### src/rtl/adder_chk_pkg.sv
// Shared types and helpers for the adder result checker: FSM state encoding,
// default widths, and the reference (golden) sum used by stage 1.
package adder_chk_pkg;

    localparam int unsigned DEF_WIDTH = 32;
    localparam int unsigned DEF_CNT_W = 16;
    localparam int unsigned MAX_WIDTH = 64;

    typedef enum logic [1:0] {
        ST_IDLE  = 2'd0,
        ST_RUN   = 2'd1,
        ST_DRAIN = 2'd2,
        ST_DONE  = 2'd3
    } state_e;

    // Operands are zero-extended by the caller, so bit WIDTH of the result is the carry.
    function automatic logic [MAX_WIDTH:0] golden_sum(input logic [MAX_WIDTH-1:0] a,
                                                      input logic [MAX_WIDTH-1:0] b);
        return {1'b0, a} + {1'b0, b};
    endfunction

endpackage

### src/rtl/adder_chk_golden.sv
// Stage 1 of the checker pipeline: registers an accepted result vector together
// with its WIDTH+1-bit golden sum.
module adder_chk_golden
    import adder_chk_pkg::*;
#(
    parameter int unsigned WIDTH = DEF_WIDTH
) (
    input  logic             clk,
    input  logic             rst,
    input  logic             accept_i,
    input  logic [WIDTH-1:0] a_i,
    input  logic [WIDTH-1:0] b_i,
    input  logic [WIDTH-1:0] sum_i,
    input  logic             cout_i,
    output logic             s1_valid_o,
    output logic [WIDTH-1:0] a_o,
    output logic [WIDTH-1:0] b_o,
    output logic [WIDTH-1:0] sum_o,
    output logic             cout_o,
    output logic [WIDTH:0]   golden_o
);

    localparam int unsigned GW = WIDTH + 1;

    logic             s1_valid_q;
    logic [WIDTH-1:0] a_q, b_q, sum_q;
    logic             cout_q;
    logic [WIDTH:0]   golden_q;
    logic [WIDTH:0]   golden_d;

    assign golden_d = GW'(golden_sum(MAX_WIDTH'(a_i), MAX_WIDTH'(b_i)));

    always_ff @(posedge clk or posedge rst) begin
        if (rst) begin
            s1_valid_q <= 1'b0;
            a_q        <= '0;
            b_q        <= '0;
            sum_q      <= '0;
            cout_q     <= 1'b0;
            golden_q   <= '0;
        end else begin
            s1_valid_q <= accept_i;
            if (accept_i) begin
                a_q      <= a_i;
                b_q      <= b_i;
                sum_q    <= sum_i;
                cout_q   <= cout_i;
                golden_q <= golden_d;
            end
        end
    end

    assign s1_valid_o = s1_valid_q;
    assign a_o        = a_q;
    assign b_o        = b_q;
    assign sum_o      = sum_q;
    assign cout_o     = cout_q;
    assign golden_o   = golden_q;

endmodule

### config.mk
export PLATFORM = sky130hd
export DESIGN_NAME = adder_chk_golden
export DESIGN_NICKNAME = d
export VERILOG_FILES = /design/src/rtl/adder_chk_pkg.sv /design/src/rtl/adder_chk_golden.sv
export SDC_FILE = /design/constraint.sdc
export NUM_CORES = 1
export LEC_CHECK = 0
export ABC_AREA = 1
export BUFFER_PORTS_ARGS = -buffer_cell sky130_fd_sc_hd__buf_2
export CORE_AREA = 3 3 118 120
export CTS_CLUSTER_DIAMETER = 50
export DETAILED_ROUTE_END_ITERATION = 10
export DIE_AREA = 0 0 121 123
export PLACE_DENSITY = 0.91
export SETUP_SLACK_MARGIN = 0.4
export SYNTH_ARGS = -nofsm -noshare
export SYNTH_HDL_FRONTEND = slang
export SYNTH_SLANG_ARGS = --single-unit
### constraint.sdc
create_clock -name clk -period 10.8 [get_ports clk]
set_input_delay 3.24 -clock clk [delete_from_list [all_inputs] [get_ports clk]]
set_output_delay 3.24 -clock clk [all_outputs]
set_load 0.02 [all_outputs]
# Word-level counts from Yosys, hierarchy flattened
# Index checks and enable logic that the tools add are counted.
[totals]
regBits = 131
inputBits = 100
out_inout_bits = 131
wordCells = 7
[op_classes]
add_sub_neg = 1
[op_table]
columns = ["cell", "count"]
rows = [
  ["$add 32x32->33", 1],
]

# Logic depth before layout (Yosys ltp)
# Gate-level depths: netlist of run 1.
[logic_depth]
depth_word = 1
ltp_mapped = 14
ltp_nobuf = 14

# Least setup slack after synthesis of run 1
# No wires, ideal clock.
[synth_timing]
path_kind = "in2reg"
start = "input port a_i[0]"
end = "register golden_q[16] (netlist: golden_o[16])"
t_arrival_ns = 4.669
required_ns = 10.734
path_slack_ns = 6.066
path_stages = 9
path_buffers = 0
path_cell_list = "ha_1 > fa_1 > nand3_1 > nand3_1 > a21oi_1 > nor2_1 > o21ai_0 > nand3_1 > nand2_1"
[synth_between]
elab_chain_len = 1
[synth_lines]
columns = ["item", "line", "rtl"]
rows = [
  ["start: declaration", "adder_chk_golden.sv:11", "input logic [WIDTH-1:0] a_i,"],
  ["$add 32x32->33", "adder_chk_pkg.sv:19", "return {1'b0, a} + {1'b0, b};"],
  ["end signal: assignment", "adder_chk_golden.sv:48", "golden_q <= golden_d;"],
  ["end: declaration", "adder_chk_golden.sv:28", "logic [WIDTH:0] golden_q;"],
]
# No other way between the ends.
# A chain may end at the register's enable or synchronous reset.

# Worst setup path after layout of run 1
# Same ends and word-level chain as after synthesis.

==> results of run 1 <==
==> routing by layer <==
layer / share of wire [%] / up-vias
met2: 47 / 316
met5: 0 / -
met3: 7.8 / 50
li1: - / 3594
met1: 42 / 3287
met4: 2.6 / 0
==> worst max-delay path, delay by kind of cell <==
kind,cells,cell delay (ns)
AO/OA/AOI/OAI,2,0.47
buffers and inverters,1,0.11
AND/OR/NAND/NOR,5,0.55
adder cells (fa/ha/maj),2,0.73
==> flip-flops by register name, summed over array words and instances, names as in the netlist <==
signal / flops
a_o: 32
golden_o: 33
cout_o: 1
b_o: 32
sum_o: 32
s1_valid_o: 1
==> Yosys cell counts (all sizes together) (3+ instances only) <==
cell type  number
a21oi          23
buf            11
clkbuf         17
dfrtp         131
ha             32
inv           114
nand2         562
nand3          48
nand3b          3
nand4           4
nor2           44
nor3            3
o21ai          15
o21bai          3
xnor2          13
==> kinds of logic after synthesis <==
| logic type | Yosys count | share of synthesized area, % |
|---|---|---|
| buffers and inverters | 142 | 7.51 |
| adder cells (fa/ha/maj) | 33 | 5.82 |
| AO/OA/AOI/OAI | 44 | 3.36 |
| XOR/XNOR | 14 | 1.70 |
| AND/OR/NAND/NOR | 666 | 36.3 |
| flip-flops | 131 | 45.4 |
==> layout make-up <==
| cell class | count | area [µm²] | area share (%) |
|---|---|---|---|
| Timing Repair Buffer | 233 | 1180 | 12.9 |
| Sequential cell | 131 | 3280 | 35.8 |
| Tap cell | 176 | 220 | 2.41 |
| Multi-Input combinational cell | 757 | 3410 | 37.2 |
| Clock buffer | 18 | 429 | 4.69 |
| Inverter | 114 | 435 | 4.76 |
| Clock inverter | 14 | 200 | 2.19 |
==> power by group <==
group / total [W] / switching [W] / internal, W / leakage (nW)
Clock: 0.000613 / 0.000224 / 0.000389 / 0.298
Combinational: 0.000365 / 0.000245 / 0.000120 / 3.63
Sequential: 0.000577 / 0.0000314 / 0.000545 / 1.59
Total: 0.00156 / 0.000500 / 0.00105 / 5.52
==> worst paths after layout <==
| kind | from | endpoint | slack [ns] | cells past startpoint |
|---|---|---|---|---|
| hold reg to reg | sum_o[11]$_DFFE_PP0P_ | sum_o[11]$_DFFE_PP0P_ | 0.46 | 2 |
| max in group asynchronous | rst | a_o[23]$_DFFE_PP0P_ | 6.63 | 3 |
| min in group asynchronous | rst | b_o[8]$_DFFE_PP0P_ | 2.87 | 2 |
| hold / removal | sum_o[11]$_DFFE_PP0P_ | sum_o[11]$_DFFE_PP0P_ | 0.46 | 2 |
| setup reg to reg | golden_o[12]$_DFFE_PP0P_ | golden_o[12]$_DFFE_PP0P_ | 10.09 | 2 |
| setup / recovery | a_i[0] | golden_o[16]$_DFFE_PP0P_ | 6.06 | 10 |
==> through the flow <==
step | power [W] | instance area [µm²]
floorplan | 0.000815 | 7230
global placement | 0.000937 | 8520
detailed placement | 0.000946 | 8520
CTS | 0.00156 | 9150
global route | 0.00163 | 9150
finish | 0.00156 | 9150
==> results.cfg, run 1 <==
[setup_path]
start_kind = input port
required_ns = 11.16
worstPathCellList = buf_2 -> ha_1 -> fa_1 -> nand3_1 -> nand3_1 -> a21oi_1 -> nor2_1 -> o21ai_0 -> nand3_1 -> nand2_1
max_stage_delay_ns = 0.47
cp_max_fo = 4
path_common_cell = nand3_1
crit_slowest_cell = fa_1
crit_type = in -> reg
cp-end-kind = register
cp_data_arrival_time_ns = 5.09

[synth]
async_flop_share_pct = 100
synth_top_area_cell = dfrtp_1
ys_types = 30
synth_top_area_share_pct = 45.4
syn_area_um2 = 7230
synthFlopType = dfrtp_1
synth-seq-area-share_pct = 45.4
synth_edf_count = 0
synth-seq-cells = 131
syn-num-nets = 1163
postSynthCellCount = 1030
ys_top_cells_by_area = dfrtp_1 45%, nand2_1 29%, inv_1 5.8%
avgSynthCellArea_um2 = 7.02
yosys_warnings = 0

[clock_network]
post_cts_buffers = 0
post_cts_resized = 0
clock_sinks = 131
cts_inserted_buffers = 17
root_buffer = clkbuf_16
clock_path_buffers = 2
htree_levels = 4
cts-hold-fix-buffers = 0
tritoncts = yes
clk_pin_slew_ns = 0.06
clock_latency_ns = 0.42

[sta]
setup_tns_ns = 0
max_slew_margin_pct = 39.1
hold_violations = 0
min_period_ns = 4.74
worst-slew-pin-transition_ns = 0.913
setup_viol = 0
rsz0062_at_grt = no
fin_ws_ns = 6.06
fin_worst_skew_ns = 0
slew_violations = 0
fin_crit_sh_pct = 43.9
whs_ns = 0.462
fmax_mhz = 211

[final_layout]
diodes = 0
final_common_cell = nand2_1
drive_gt1_share_pct = 21.9
layout_common_cells = 558 x nand2_1, 229 x buf_2, 131 x dfrtp_1, 110 x inv_1, 46 x nand3_1
area_growth_pct = 26.5
fin_nets = 1387
fin_util_pct = 69.9
layoutNonFillerInstCount = 1443
fillers = 1061

[global_route]
grtUsageTotal_pct = 27.2
grt_pass1_wl_um = 32100
met3_usage_pct = 5.76
grt_use_met1_pct = 35.0
use_met2_pct = 45.3
grt.busiest_layer = met2
grt_start_max_net_pins = 92
grt_pass1_vias = 6611
antenna_found_initial = 0
grt_overflow_total = 0

[drt]
drt_pass1_iterations = 6
drc_errors = 0
drt_iter0_markers = 535
num_vias = 7247
postRouteAntennaNets = 0
routed_via_density = 5.02
wl_um = 20200
avgRoutedWirePerCell_um = 14.0

[floorplan]
die_w_um = 121
std_cell_rows = 42
die_area_um2 = 14900
initial_core_util_pct = 55.2
io_pins = 231
core_um2 = 13100
die_h_um = 123

[hold_path]
min_path_type = reg -> reg

[place]
place_inst = 1411
place_congestion = 0.932
dp_hpwl_um = 14900
io_buffers = 230
post-place-ws_ns = 5.67

[pwr]
ir_drop_mv = 0.103
power_density_nw_per_um2 = 170
power.leakage_nw = 5.52

[status]
status = finished clean

[run]
drv_cap = 0
No activity file was read; power rests on OpenSTA's default activity.
==> run 2: changes to the inputs <==
--- a/config.mk
+++ b/config.mk
@@ -7,11 +7,11 @@
 export LEC_CHECK = 0
 export ABC_AREA = 1
 export BUFFER_PORTS_ARGS = -buffer_cell sky130_fd_sc_hd__buf_2
-export CORE_AREA = 3 3 118 120
+export CORE_AREA = 3 3 122 124
 export CTS_CLUSTER_DIAMETER = 50
 export DETAILED_ROUTE_END_ITERATION = 10
-export DIE_AREA = 0 0 121 123
-export PLACE_DENSITY = 0.91
+export DIE_AREA = 0 0 125 127
+export PLACE_DENSITY = 0.86
 export SETUP_SLACK_MARGIN = 0.4
 export SYNTH_ARGS = -nofsm -noshare
 export SYNTH_HDL_FRONTEND = slang
==> constraint.sdc (replaced) <==
create_clock -name clk -period 4.68 [get_ports clk]
set_input_delay 1.404 -clock clk [delete_from_list [all_inputs] [get_ports clk]]
set_output_delay 1.404 -clock clk [all_outputs]
set_load 0.02 [all_outputs]
==> results.cfg, run 2 (synthesis results as in run 1) <==
[final_layout]
fin_nets = 1388
diodes = 0
final_common_cell = nand2_1
drive_gt1_share_pct = 22.1
layoutNonFillerInstCount = 1448
area_growth_pct = 26.2
largest_reg_flops = 33
layout_common_cells = 558 x nand2_1, 229 x buf_2, 131 x dfrtp_1, 110 x inv_1, 46 x nand3_1

[place]
place_congestion = 0.963
dp_hpwl_um = 14700
io_buffers = 230
place_inst = 1416

[setup_path]
start_kind = input port
worstPathCellList = buf_2 -> ha_1 -> fa_1 -> nand3_1 -> nand3_1 -> a21oi_1 -> nor2_1 -> o21ai_0 -> nand3_1 -> nand2_1
max_stage_delay_ns = 0.46
cp_data_arrival_time_ns = 3.20
crit_type = in -> reg
crit_slowest_cell = fa_1
cp-end-kind = register
cp_max_fo = 4
required_ns = 5.05
path_common_cell = nand3_1

[global_route]
grt_overflow_total = 0
antenna_found_initial = 0
grt_pass1_vias = 6654
grt_start_max_net_pins = 132
grt_pass1_wl_um = 32000
grtUsageTotal_pct = 24.7

[pwr]
power_density_nw_per_um2 = 382
power.leakage_nw = 5.52
ir_drop_mv = 0.219

[sta]
slew_violations = 0
setup_viol = 0
fmax_mhz = 353
whs_ns = 0.466
worst-slew-pin-transition_ns = 0.928
rsz0062_at_grt = no
setup_tns_ns = 0
fin_worst_skew_ns = 0
fin_crit_sh_pct = 60.5
max_slew_margin_pct = 38.1
min_period_ns = 2.83
hold_violations = 0

[drt]
drc_errors = 0
num_vias = 7068
wl_um = 19600
routed_via_density = 4.88
avgRoutedWirePerCell_um = 13.5
drt_pass1_iterations = 5
postRouteAntennaNets = 0
drt_iter0_markers = 368

[clock_network]
clock_latency_ns = 0.42
clock_sinks = 131
post_cts_buffers = 0
root_buffer = clkbuf_16
clock_path_buffers = 2
cts-hold-fix-buffers = 0
cts_inserted_buffers = 17
post_cts_resized = 0
clk_pin_slew_ns = 0.06
htree_levels = 4
tritoncts = yes

[floorplan]
initial_core_util_pct = 52.1
die_w_um = 125
die_h_um = 127
die_area_um2 = 15900
io_pins = 231
std_cell_rows = 43
core_um2 = 13900

[status]
status = finished clean

[run]
drv_cap = 0

[hold_path]
min_path_type = reg -> reg
[run 2: cell type report]
| type | count | area (µm²) |
|---|---|---|
| Clock buffer | 17 | 425 |
| Clock inverter | 15 | 155 |
| Fill cell | 1239 | 4760 |
| Inverter | 114 | 434 |
| Multi-Input combinational cell | 757 | 3410 |
| Sequential cell | 131 | 3280 |
| Tap cell | 180 | 225 |
| Timing Repair Buffer | 234 | 1200 |
[run 2: worst max-delay path: cells and delay by family]
family,cells,cell delay [ns]
AO/OA/AOI/OAI,2,0.45
adder cells (fa/ha/maj),2,0.71
buffers and inverters,1,0.12
AND/OR/NAND/NOR,5,0.51
[run 2: where the power goes]
part	internal, W	leakage (nW)	switching (W)
logic	0.000280	3.64	0.000564
registers	0.00126	1.59	0.0000648
clock network	0.000754	0.287	0.000563
[run 2: final timing paths]
| path | startpoint | end | slack, ns | depth (start not counted) |
|---|---|---|---|---|
| min | b_o[14]$_DFFE_PP0P_ | b_o[14]$_DFFE_PP0P_ | 0.47 | 2 |
| max in group asynchronous | rst | sum_o[17]$_DFFE_PP0P_ | 3.01 | 3 |
| min reg2reg | b_o[14]$_DFFE_PP0P_ | b_o[14]$_DFFE_PP0P_ | 0.47 | 2 |
| max reg2reg | golden_o[11]$_DFFE_PP0P_ | golden_o[11]$_DFFE_PP0P_ | 3.96 | 2 |
| max | a_i[0] | golden_o[16]$_DFFE_PP0P_ | 1.85 | 10 |
| min in group asynchronous | rst | b_o[6]$_DFFE_PP0P_ | 1.19 | 3 |
[run 2: through the flow]
stage	setup slack, ns	utilization, %	total power, W	area (µm²)
2_1_floorplan	1.65	-	0.00188	7230
3_3_place_gp	1.51	61.5	0.00217	8540
3_5_place_dp	1.43	61.5	0.00219	8540
4_1_cts	1.87	65.7	0.00351	9120
5_1_grt	1.73	65.7	0.00367	9120
6_report	1.85	65.7	0.00348	9120
[run 2: layer usage]
metal	wire length, µm	vias up	global-route usage, %
met5	0	-	0
met4	654	0	10.9
met3	1340	47	5.73
met2	8960	282	39.6
met1	8610	3159	32.4
li1	-	3580	-
